==> config.mk <==
export PLATFORM = sky130hd
export DESIGN_NAME = onehot_dec_stream
export DESIGN_NICKNAME = d
export VERILOG_FILES = /design/src/rtl/onehot_dec_stream.sv
export SDC_FILE = /design/constraint.sdc
export NUM_CORES = 1
export LEC_CHECK = 0
export ABC_CLOCK_PERIOD_IN_PS = 2500
export CAP_MARGIN = 10
export CORE_MARGIN = 5
export CORE_UTILIZATION = 40
export CTS_BUF_LIST = sky130_fd_sc_hd__clkbuf_4 sky130_fd_sc_hd__clkbuf_8
export DETAILED_ROUTE_END_ITERATION = 6
export HOLD_SLACK_MARGIN = 0.06
export PLACE_DENSITY = 0.7
export SYNTH_ARGS = -nofsm -noshare
export SYNTH_HDL_FRONTEND = slang
export SYNTH_SLANG_ARGS = --single-unit
export TNS_END_PERCENT = 5
==> constraint.sdc <==
create_clock -name clk -period 2.5 [get_ports clk]
set_input_delay 0.25 -clock clk [delete_from_list [all_inputs] [get_ports clk]]
set_output_delay 0.25 -clock clk [all_outputs]
set_load 0.005 [all_outputs]
==> src/rtl/onehot_dec_stream.sv <==
`timescale 1ns/1ps
`default_nettype none
// ============================================================================
//  Module   : onehot_dec_stream
//  Purpose  : Streaming binary-to-one-hot decoder. N-bit codes enter over a
//             valid/ready handshake and are buffered in a 2-entry FIFO. Each
//             code leaves as a 2**N one-hot word over valid/ready, with the
//             binary code echoed alongside. A built-in SWEEP mode emits every
//             code 0..M-1 in ascending order.
//
//  Ports    :
//    clk          in   1  clock, rising edge
//    rst_n        in   1  asynchronous active-low reset
//    in_code      in   N  binary code to decode
//    in_valid     in   1  in_code valid
//    in_ready     out  1  block can accept in_code this cycle
//    sweep_start  in   1  request a full 0..M-1 sweep (sampled in IDLE only)
//    out_onehot   out  M  decoded word, bit[code]=1; zero when out_valid=0
//    out_code     out  N  binary code of the current out_onehot
//    out_valid    out  1  out_onehot/out_code valid
//    out_ready    in   1  consumer accepts output this cycle
//    busy         out  1  sweep in progress (SWEEP or DRAIN)
//    sweep_done   out  1  one-cycle pulse when a sweep has fully drained
//
//  Revision : 1.0  initial release
// ============================================================================
module onehot_dec_stream #(
    parameter int N = 4,
    parameter int M = 16
) (
    input  logic         clk,
    input  logic         rst_n,
    input  logic [N-1:0] in_code,
    input  logic         in_valid,
    output logic         in_ready,
    input  logic         sweep_start,
    output logic [M-1:0] out_onehot,
    output logic [N-1:0] out_code,
    output logic         out_valid,
    input  logic         out_ready,
    output logic         busy,
    output logic         sweep_done
);

    // ------------------------------------------------------------------------
    // Elaboration-time parameter check: the one-hot width must cover exactly
    // every code value.
    // ------------------------------------------------------------------------
    if (M != (1 << N)) begin : g_bad_width
        $error("onehot_dec_stream: M must equal 2**N");
    end

    // ------------------------------------------------------------------------
    // Constants and types
    // ------------------------------------------------------------------------
    localparam logic [N-1:0] c_last_code = N'(M - 1);
    localparam logic [N-1:0] c_code_one  = N'(1);
    localparam logic [1:0]   c_fifo_full = 2'd2;

    typedef enum logic [1:0] {
        ST_IDLE  = 2'd0,
        ST_SWEEP = 2'd1,
        ST_DRAIN = 2'd2
    } state_t;

    // ------------------------------------------------------------------------
    // State
    // ------------------------------------------------------------------------
    state_t              state_q,     state_d;
    logic [1:0]          count_q,     count_d;
    logic                head_q,      head_d;
    logic                tail_q,      tail_d;
    logic [1:0][N-1:0]   mem_q,       mem_d;
    logic [N-1:0]        sweep_cnt_q, sweep_cnt_d;
    logic                in_ready_q,  in_ready_d;

    logic                w_push;
    logic                w_pop;
    logic [N-1:0]        w_push_data;
    logic                w_out_valid;

    // ------------------------------------------------------------------------
    // Next-state logic: FSM, push source selection and FIFO bookkeeping
    // ------------------------------------------------------------------------
    always_comb begin
        state_d     = state_q;
        sweep_cnt_d = sweep_cnt_q;
        w_push      = 1'b0;
        w_push_data = in_code;

        w_out_valid = (count_q != 2'd0);
        w_pop       = w_out_valid && out_ready;

        case (state_q)
            ST_IDLE: begin
                // External input is taken even in the cycle sweep_start is
                // seen, so that code leaves ahead of the sweep codes.
                w_push      = in_valid && in_ready_q;
                w_push_data = in_code;
                if (sweep_start) begin
                    state_d     = ST_SWEEP;
                    sweep_cnt_d = '0;
                end
            end

            ST_SWEEP: begin
                // Space is judged on the pre-pop count: a full FIFO is never
                // refilled in the same cycle it drains.
                if (count_q != c_fifo_full) begin
                    w_push      = 1'b1;
                    w_push_data = sweep_cnt_q;
                    sweep_cnt_d = sweep_cnt_q + c_code_one;
                    if (sweep_cnt_q == c_last_code) begin
                        state_d = ST_DRAIN;
                    end
                end
            end

            ST_DRAIN: begin
                if (count_q == 2'd0) begin
                    state_d = ST_IDLE;
                end
            end

            default: begin
                state_d = ST_IDLE;
            end
        endcase

        // FIFO pointers and storage
        head_d = head_q ^ w_pop;
        tail_d = tail_q ^ w_push;
        mem_d  = mem_q;
        if (w_push) begin
            mem_d[tail_q] = w_push_data;
        end

        case ({w_push, w_pop})
            2'b10:   count_d = count_q + 2'd1;
            2'b01:   count_d = count_q - 2'd1;
            default: count_d = count_q;
        endcase

        // Registered ready: reads low throughout reset and for the first edge
        // after release, then tracks IDLE with space in the FIFO.
        in_ready_d = (state_d == ST_IDLE) && (count_d != c_fifo_full);
    end

    // ------------------------------------------------------------------------
    // Registers
    // ------------------------------------------------------------------------
    always_ff @(posedge clk or negedge rst_n) begin
        if (!rst_n) begin
            state_q     <= ST_IDLE;
            count_q     <= 2'd0;
            head_q      <= 1'b0;
            tail_q      <= 1'b0;
            mem_q       <= '0;
            sweep_cnt_q <= '0;
            in_ready_q  <= 1'b0;
        end else begin
            state_q     <= state_d;
            count_q     <= count_d;
            head_q      <= head_d;
            tail_q      <= tail_d;
            mem_q       <= mem_d;
            sweep_cnt_q <= sweep_cnt_d;
            in_ready_q  <= in_ready_d;
        end
    end

    // ------------------------------------------------------------------------
    // Outputs: all derived from registers or the FIFO head entry
    // ------------------------------------------------------------------------
    assign in_ready   = in_ready_q;
    assign out_valid  = w_out_valid;
    assign out_code   = mem_q[head_q];
    assign out_onehot = w_out_valid ? (M'(1) << out_code) : '0;
    assign busy       = (state_q != ST_IDLE);
    // DRAIN with an empty FIFO lasts exactly one cycle, as it always
    // returns to IDLE on the following edge.
    assign sweep_done = (state_q == ST_DRAIN) && (count_q == 2'd0);

endmodule
`default_nettype wire

* After elaboration in Yosys (flattened, before gate mapping)
Cells that the tools add are included.
Word-level totals: output and inout port bits 24, flip-flop bits (word level) 19, input port bits 9
Cells by class: multiplexer cells 19, equality and inequality tests 9, bitwise logic cells 2, order comparisons 3, add/sub/neg operators 3, shift operators 1, reduce and logical (&&, ||, !) cells 12
Operators with widths (count):
- $mux W4 | 7
- $mux W16 | 1
- $shl A1 B4 Y16 const A | 1
- $bwmux W8 | 1
- $mux W2 | 4
- $ne A2 B2 Y1 const B | 4
- $pmux W4 S2 | 1
- $logic_not A2 Y1 | 3
- $pmux W2 S3 | 1
- $reduce_bool A2 Y1 | 3
- $logic_and A1 B1 Y1 | 5
- $add A4 B1 Y4 const B | 1
- $demux W4 S1 | 1
- $eq A2 B1 Y1 const B | 2
- $eq A2 B2 Y1 const B | 2
- $eq A4 B4 Y1 const B | 1
- $lt A1 B2 Y1 const B | 2
- $pmux W2 S2 | 1
- $reduce_and A3 Y1 | 1
- $add A2 B1 Y2 const B | 1
- $pmux W1 S2 | 1
- $sub A2 B1 Y2 const B | 1
- $xor A1 B1 Y1 | 2
- $ge A1 B1 Y1 const B | 1
- $mux W1 | 1

* Logic depth before layout (Yosys ltp)
word-level depth 7, gate-level depth with buffers 8, gate-level depth less buffers 7

* Worst setup path before layout
Ideal clock, no wire load.
kind register -> register, from register count_q[1], to register in_ready_q (netlist: in_ready), required time 2368 ps, data arrival time 1641 ps, buffers on the path 0, path slack 726 ps, stages on the path, launching flop included 8, cells stage by stage dfrtp_1 nor2_1 inv_1 and2_1 ha_1 nand2b_1 o211ai_1 a31oi_1
Between the ends: elaborated cells on any way between the ends 17
RTL lines:
- start: declaration | RTL line 70 | logic [1:0] count_q, count_d;
- start signal: assignment | RTL line 163 | count_q <= count_d;
- $reduce_bool A2 Y1 * | RTL line 91 | w_out_valid = (count_q != 2'd0);
- net out_valid | RTL line 39 | output logic out_valid,
- $logic_and A1 B1 Y1 * | RTL line 92 | w_pop = w_out_valid && out_ready;
- $eq A2 B1 Y1 or $eq A2 B2 Y1 (tied branches) | RTL line 138 | case ({w_push, w_pop})
- $pmux W2 S2 * | RTL line 138
- $ne A2 B2 Y1 * | RTL line 146 | in_ready_d = (state_d == ST_IDLE) && (count_d != c_fifo_full);
- $logic_and A1 B1 Y1 * | RTL line 146
- net in_ready_d | RTL line 75 | logic in_ready_q, in_ready_d;
- end signal: assignment | RTL line 168 | in_ready_q <= in_ready_d;
- end: declaration | RTL line 75
Mark *: on every way through the listed nets, which the timed path passes. The rest lies on a longest branch. A chain may end at the register's enable or synchronous reset.

* Worst setup path in the final report
from register head_q, to output out_onehot[9]
Between the ends: longest elaborated chain between the ends 4
Ends and longest elaborated chain:
- start: declaration | RTL line 71 | logic head_q, head_d;
- start signal: assignment | RTL line 156 | head_q <= 1'b0;
- start signal: assignment | RTL line 164 | head_q <= head_d;
- $mux W4 (implied by the code) (2 in series) | RTL line 177 | assign out_code = mem_q[head_q];
- $shl A1 B4 Y16 | RTL line 178 | assign out_onehot = w_out_valid ? (M'(1) << out_code) : '0;
- $mux W16 | RTL line 178
- end: declaration | RTL line 37 | output logic [M-1:0] out_onehot,
Every way passes these cells. The select of a mux whose other input is x is not followed.

==> results.tsv <==
stage	metric	value	unit
yosys	ys_ff_latch	19	
drt	route.met3.wl	161	µm
worst_setup_path	r2r_cells	7	
die	die_x	63.44	µm
worst_setup_path	required	2.25	ns
clock_network	cts_max_level	1	
drt	wire_per_inst	14.02	µm
die	start_util	0.4142	
drt	routed.top_layer	met4	
place	dp_slack	0.2834	ns
global_routing	antenna_found_initial	0	
sta	tightest_slew	0.8267	ns
sta	min_period	2.380	ns
drt	dr.pass1.iters	4	
sta	rsz0062_at_grt	false	
global_routing	gr-total-overflow	0	
drt	drc_errors	0	
power	power.leakage	0.0006311	µW
sta	tns	0	ns
drt	ant_nets	0	
drt	drt_iter0_drc	39	
global_routing	grtUsageTotal	0.1426	
layout	drive_gt1_frac	0.08982	
clock_network	clk_pin_slew_worst_paths	0.11	ns
drt	routed_wl	2775	µm
yosys	postSynth.asyncResetShare	1.000	
sta	relSlewSlack	0.4471	
status	status	finished clean	
clock_network	cts_buffers	3	
power	irDropWorstVdd	0.8208	mV
worst_setup_path	cp-start-kind	flip-flop	
global_routing	grt_pass1_wl	4747	µm
place	portBuffers	32	
yosys	netlist_instances	133	
worst_hold_path	hold_path.class	in2async	
sta	setup_ws	0.1197	ns
place	gp_congestion	0.8483	
worst_setup_path	r2r-start	count_q[1]$_DFF_PN0_	
global_routing	grt_pass1_vias	1074	
die	fp.dieArea	4025	µm²
clock_network	cts_hold_buf	0	
worst_setup_path	worstSetupPathType	reg2out	
yosys	netlist_area	1142	µm²
power	powerDensity	1487	nW/µm²
worst_setup_path	critical_path_arrival	2.13	ns
yosys	synth_edf_count	0	
yosys	ys_types	34	
clock_network	clock_path_buffers	2	
yosys	ys.flop_type	dfrtp_1	
yosys	synth_warnings	0	
drt	num_vias	1044	
layout	postLayoutCellArea	1530	µm²
clock_network	cts_tree	yes	
die	core_area	2758	µm²
clock_network	cts.sinks	19	
worst_setup_path	cp_max_fo	6	
die	ios	33	
place	placed_area	1491	µm²
worst_setup_path	cp-end-kind	output port	
drt	wl_met1	1198	µm
clock_network	root_buffer	clkbuf_4	
sta	min_period_over_period	0.9521	
sta	clock_skew	0.007745	ns
sta	maxSlewViolCount	0	
yosys	ys_seq_area_frac	0.4162	
drt	met2RoutedLength	1397	µm
yosys	synthesis.nets	146	
sta	finalSetupViolations	0	
place	hpwl	2224	µm
sta	whs	0.4258	ns
layout	final_nets	181	
clock_network	clock_latency	0.29	ns
drt	via_per_inst	5.273	
layout	syn2layout_area_growth	33.95	%
layout	diodes	0	
worst_setup_path	cp-startpoint	head_q$_DFF_PN0_	
die	fp.dieH	63.44	µm
sta	hold_viol_final	0	
die	rows	19	
job	cap_viol_max_count	0	
sta	fmax	420.1	MHz
global_routing	grt_max_degree	20	
yosys	avgSynthCellArea	8.589	µm²
-- cell usage in the layout, fill, tap and decap left out, drive strengths merged --
master          n
nand2           6
or3             2
nand3b          1
a31oi          11
inv             6
o21ai           5
xnor2           1
mux2            2
nand4           1
and2            2
dfrtp          19
a32oi           1
buf             2
or3b            1
a31o            1
nor3            4
o21a            1
o211ai          2
nor2           31
clkdlybuf4s50  32
o22a            1
ha              4
nor2b           3
o32ai           1
and3b           1
xor2            2
a21oi           1
o31ai           1
nand2b          6
clkbuf          4
nand3           9
mux2i           3
-- cells in the mapped netlist (2+ instances only) --
master,n,area [µm²]
or3_4,2,22.52
nand2_1,6,22.52
o21ai_0,5,25.02
nand3_1,9,45.04
nor3_1,4,20.02
xor2_1,2,17.52
buf_1,2,7.510
buf_2,2,10.01
ha_1,4,50.05
o211ai_1,2,15.01
and2_1,2,12.51
a31oi_1,11,68.82
nand2b_1,6,37.54
nor2_1,31,116.4
mux2i_1,2,20.02
dfrtp_1,19,475.5
inv_1,5,18.77
nor2b_1,3,18.77
-- where the power goes --
| part | internal, µW | switching, µW | leakage, µW |
|---|---|---|---|
| Clock | 72.7 | 89.7 | 0.0000184 |
| Combinational | 731 | 729 | 0.000392 |
| Sequential | 475 | 179 | 0.000221 |
| Total | 1280 | 998 | 0.000631 |
-- metrics by stage --
| step | util | power (µW) | cells |
|---|---|---|---|
| 2_1_floorplan | - | 1557 | 133 |
| 3_3_place_gp | 0.5408 | 2050 | 193 |
| 3_5_place_dp | 0.5408 | 2110 | 193 |
| 4_1_cts | 0.5522 | 2281 | 197 |
| 5_1_grt | 0.5549 | 2514 | 198 |
| 6_report | 0.5549 | 2276 | 198 |
-- path summary, 6_finish.rpt --
| kind | to | slack [ns] |
|---|---|---|
| setup / recovery | out_onehot[9] | 0.12 |
| min in group clk | sweep_cnt_q[3]$_DFFE_PN0P_ | 0.52 |
| max in group asynchronous | head_q$_DFF_PN0_ | 1.52 |
| hold / removal | tail_q$_DFF_PN0_ | 0.43 |
| hold reg to reg | sweep_cnt_q[3]$_DFFE_PN0P_ | 0.52 |
| setup reg to reg | in_ready$_DFF_PN0_ | 0.36 |
-- logic make-up after synthesis --
logic type,synth area share
AND/OR/NAND/NOR,0.2859
AO/OA/AOI/OAI,0.1435
flip-flops,0.4162
buffers and inverters,0.03505
multiplexers,0.05257
adder cells (fa/ha/maj),0.04381
XOR/XNOR,0.02301
-- routing by layer --
metal | GRT usage | vias to the layer above
met5 | 0 | -
met2 | 0.2640 | 25
met4 | 0.04156 | 0
li1 | - | 535
met3 | 0.03730 | 2
met1 | 0.1568 | 482
-- sequential cells by signal, summed over array words and instances, names as in the netlist --
name         flops
sweep_cnt_q      4
in_ready         1
count_q          2
tail_q           1
head_q           1
state_q          2
mem_q            8
-- worst max-delay path: stages, from the launching register on --
cell and delay (ns):
dfrtp_2 0.48, mux2_4 0.35, or3_4 0.39, nor2_1 0.12, clkdlybuf4s50_1 0.51
-- final cells by class --
class / count / area [µm²]
clock buffer: 4 / 30.03
fill: 272 / 1227
inverter: 6 / 22.52
multi-input combinational: 104 / 626.9
sequential: 19 / 476.7
tap: 31 / 38.79
timing repair buffer: 34 / 335.3
-- repair_timing --
item,in CTS,in global routing
buffers inserted,0,1
setup endpoints to repair,8,5
hold endpoints to repair,0,0
gates resized for setup,1,0
No activity file was read; power rests on OpenSTA's default activity.
==> variant, RTL diff (same flow settings) <==
Take the reset off `mem_q` and load it in a clocked block of its own.
--- a/src/rtl/onehot_dec_stream.sv
+++ b/src/rtl/onehot_dec_stream.sv
@@ -156,5 +156,4 @@
             head_q      <= 1'b0;
             tail_q      <= 1'b0;
-            mem_q       <= '0;
             sweep_cnt_q <= '0;
             in_ready_q  <= 1'b0;
@@ -164,8 +163,11 @@
             head_q      <= head_d;
             tail_q      <= tail_d;
-            mem_q       <= mem_d;
             sweep_cnt_q <= sweep_cnt_d;
             in_ready_q  <= in_ready_d;
         end
+    end
+
+    always_ff @(posedge clk) begin
+        mem_q <= mem_d;
     end
 
Function: differs if rst_n is asserted again (counterexample within 4 cycles, from zero or initial values and one cycle with rst_n low); with rst_n held inactive, the same outputs for 10 cycles.
==> variant against the unedited design <==
  * Area after synthesis is 4.1% lower
  * Design area decreased by 2.2%
  * Largest cell class unchanged
  * Routed wire length decreased by 17%
  * Fmax rose by 1.9%
  * Sequential cell count unchanged
  * Worst setup slack improved by 0.045 ns
  * Global-route usage fell by 1.8 points
  * Count of clock-buffer cells in the layout unchanged
  * First-iteration DRC count grew 21%
  * Total power decreased by 10%
  * Critical path depth rose by 1
  * Clock skew shrank 0.0045 ns
==> variant: results <==
INSERT INTO impl_metrics (metric_group, metric, value, unit) VALUES
('pwr', 'static-leakage-power', '0.615', 'nW'),
('sta', 'finalClockSkew', '0.00329', 'ns'),
('critical_path', 'critical_path.max_fanout', '4', ''),
('yosys', 'yosys.area_share.xor_xnor', '2.40', '%'),
('finish', 'layout-drive-gt1-share', '12.9', '%'),
('yosys', 'sequential_area_share_after_synthesis', '47.0', '%'),
('placement', 'place_ws', '0.232', 'ns'),
('status', 'run_status', 'finished clean', ''),
('yosys', 'fraction_of_the_mapped_netlist_area_in_compound_gates', '5.37', '%'),
('grt', 'grt_max_degree', '13', ''),
('detailed_routing', 'detail_route.iter0.violations', '47', ''),
('grt', 'grt_pass1_vias', '915', ''),
('finish', 'area_share_clock_buf_inv', '2.01', '%'),
('yosys', 'mappedNetlistNets', '123', ''),
('detailed_routing', 'number_of_optimization_iterations_in_the_first_detailed_route_pass', '3', ''),
('finish', 'area_share_nonclk_buffers', '22.4', '%'),
('finish', 'fillCellCount', '250', ''),
('placement', 'gpl.final_weighted_congestion', '0.826', ''),
('pwr', 'max-vdd-ir-drop', '761', 'uV'),
('sta', 'tightest_slew', '0.533', 'ns');
==> variant: report_power, final <==
| part | leakage [nW] | internal [W] | switching, W |
|---|---|---|---|
| logic | 0.390 | 0.000651 | 0.000560 |
| registers | 0.207 | 0.000534 | 0.000137 |
| clock network | 0.0184 | 0.0000727 | 0.0000835 |
| total | 0.615 | 0.00126 | 0.000780 |
==> variant: cell families after synthesis <==
kind of cell / count (synthesis)
AO/OA/AOI/OAI: 8
adder cells (fa/ha/maj): 4
multiplexers: 11
flip-flops: 19
buffers and inverters: 8
AND/OR/NAND/NOR: 57
XOR/XNOR: 3
==> variant: worst paths after layout <==
path	startpoint	end	slack (ns)	depth (start not counted)
max	head_q$_DFF_PN0_	out_onehot[0]	0.16	5
max in group asynchronous	rst_n	head_q$_DFF_PN0_	1.81	1
max reg2reg	count_q[1]$_DFF_PN0_	in_ready$_DFF_PN0_	0.37	7
min in group clk	sweep_cnt_q[3]$_DFFE_PN0P_	sweep_cnt_q[3]$_DFFE_PN0P_	0.52	1
min	rst_n	tail_q$_DFF_PN0_	0.31	1
min reg2reg	sweep_cnt_q[3]$_DFFE_PN0P_	sweep_cnt_q[3]$_DFFE_PN0P_	0.52	1
==> variant: repair_timing <==
action,4_1_cts,5_1_grt
endpoints found under the setup margin,8,4
cloned,0,0
hold buffers,0,0
resized for setup,1,0
setup buffers,0,2
==> variant: per-layer routing <==
| metal | track usage (%) | part of all wire [%] |
|---|---|---|
| met5 | 0 | 0 |
| met4 | 3.18 | 0.43 |
| met3 | 3.60 | 6.8 |
| met2 | 21.8 | 49 |
| met1 | 14.8 | 43 |
==> variant: through the flow <==
step                instances  area [um2]
floorplan                 110        1100
global placement          172        1450
detailed placement        172        1450
CTS                       176        1480
global route              178        1500
finish                    178        1500
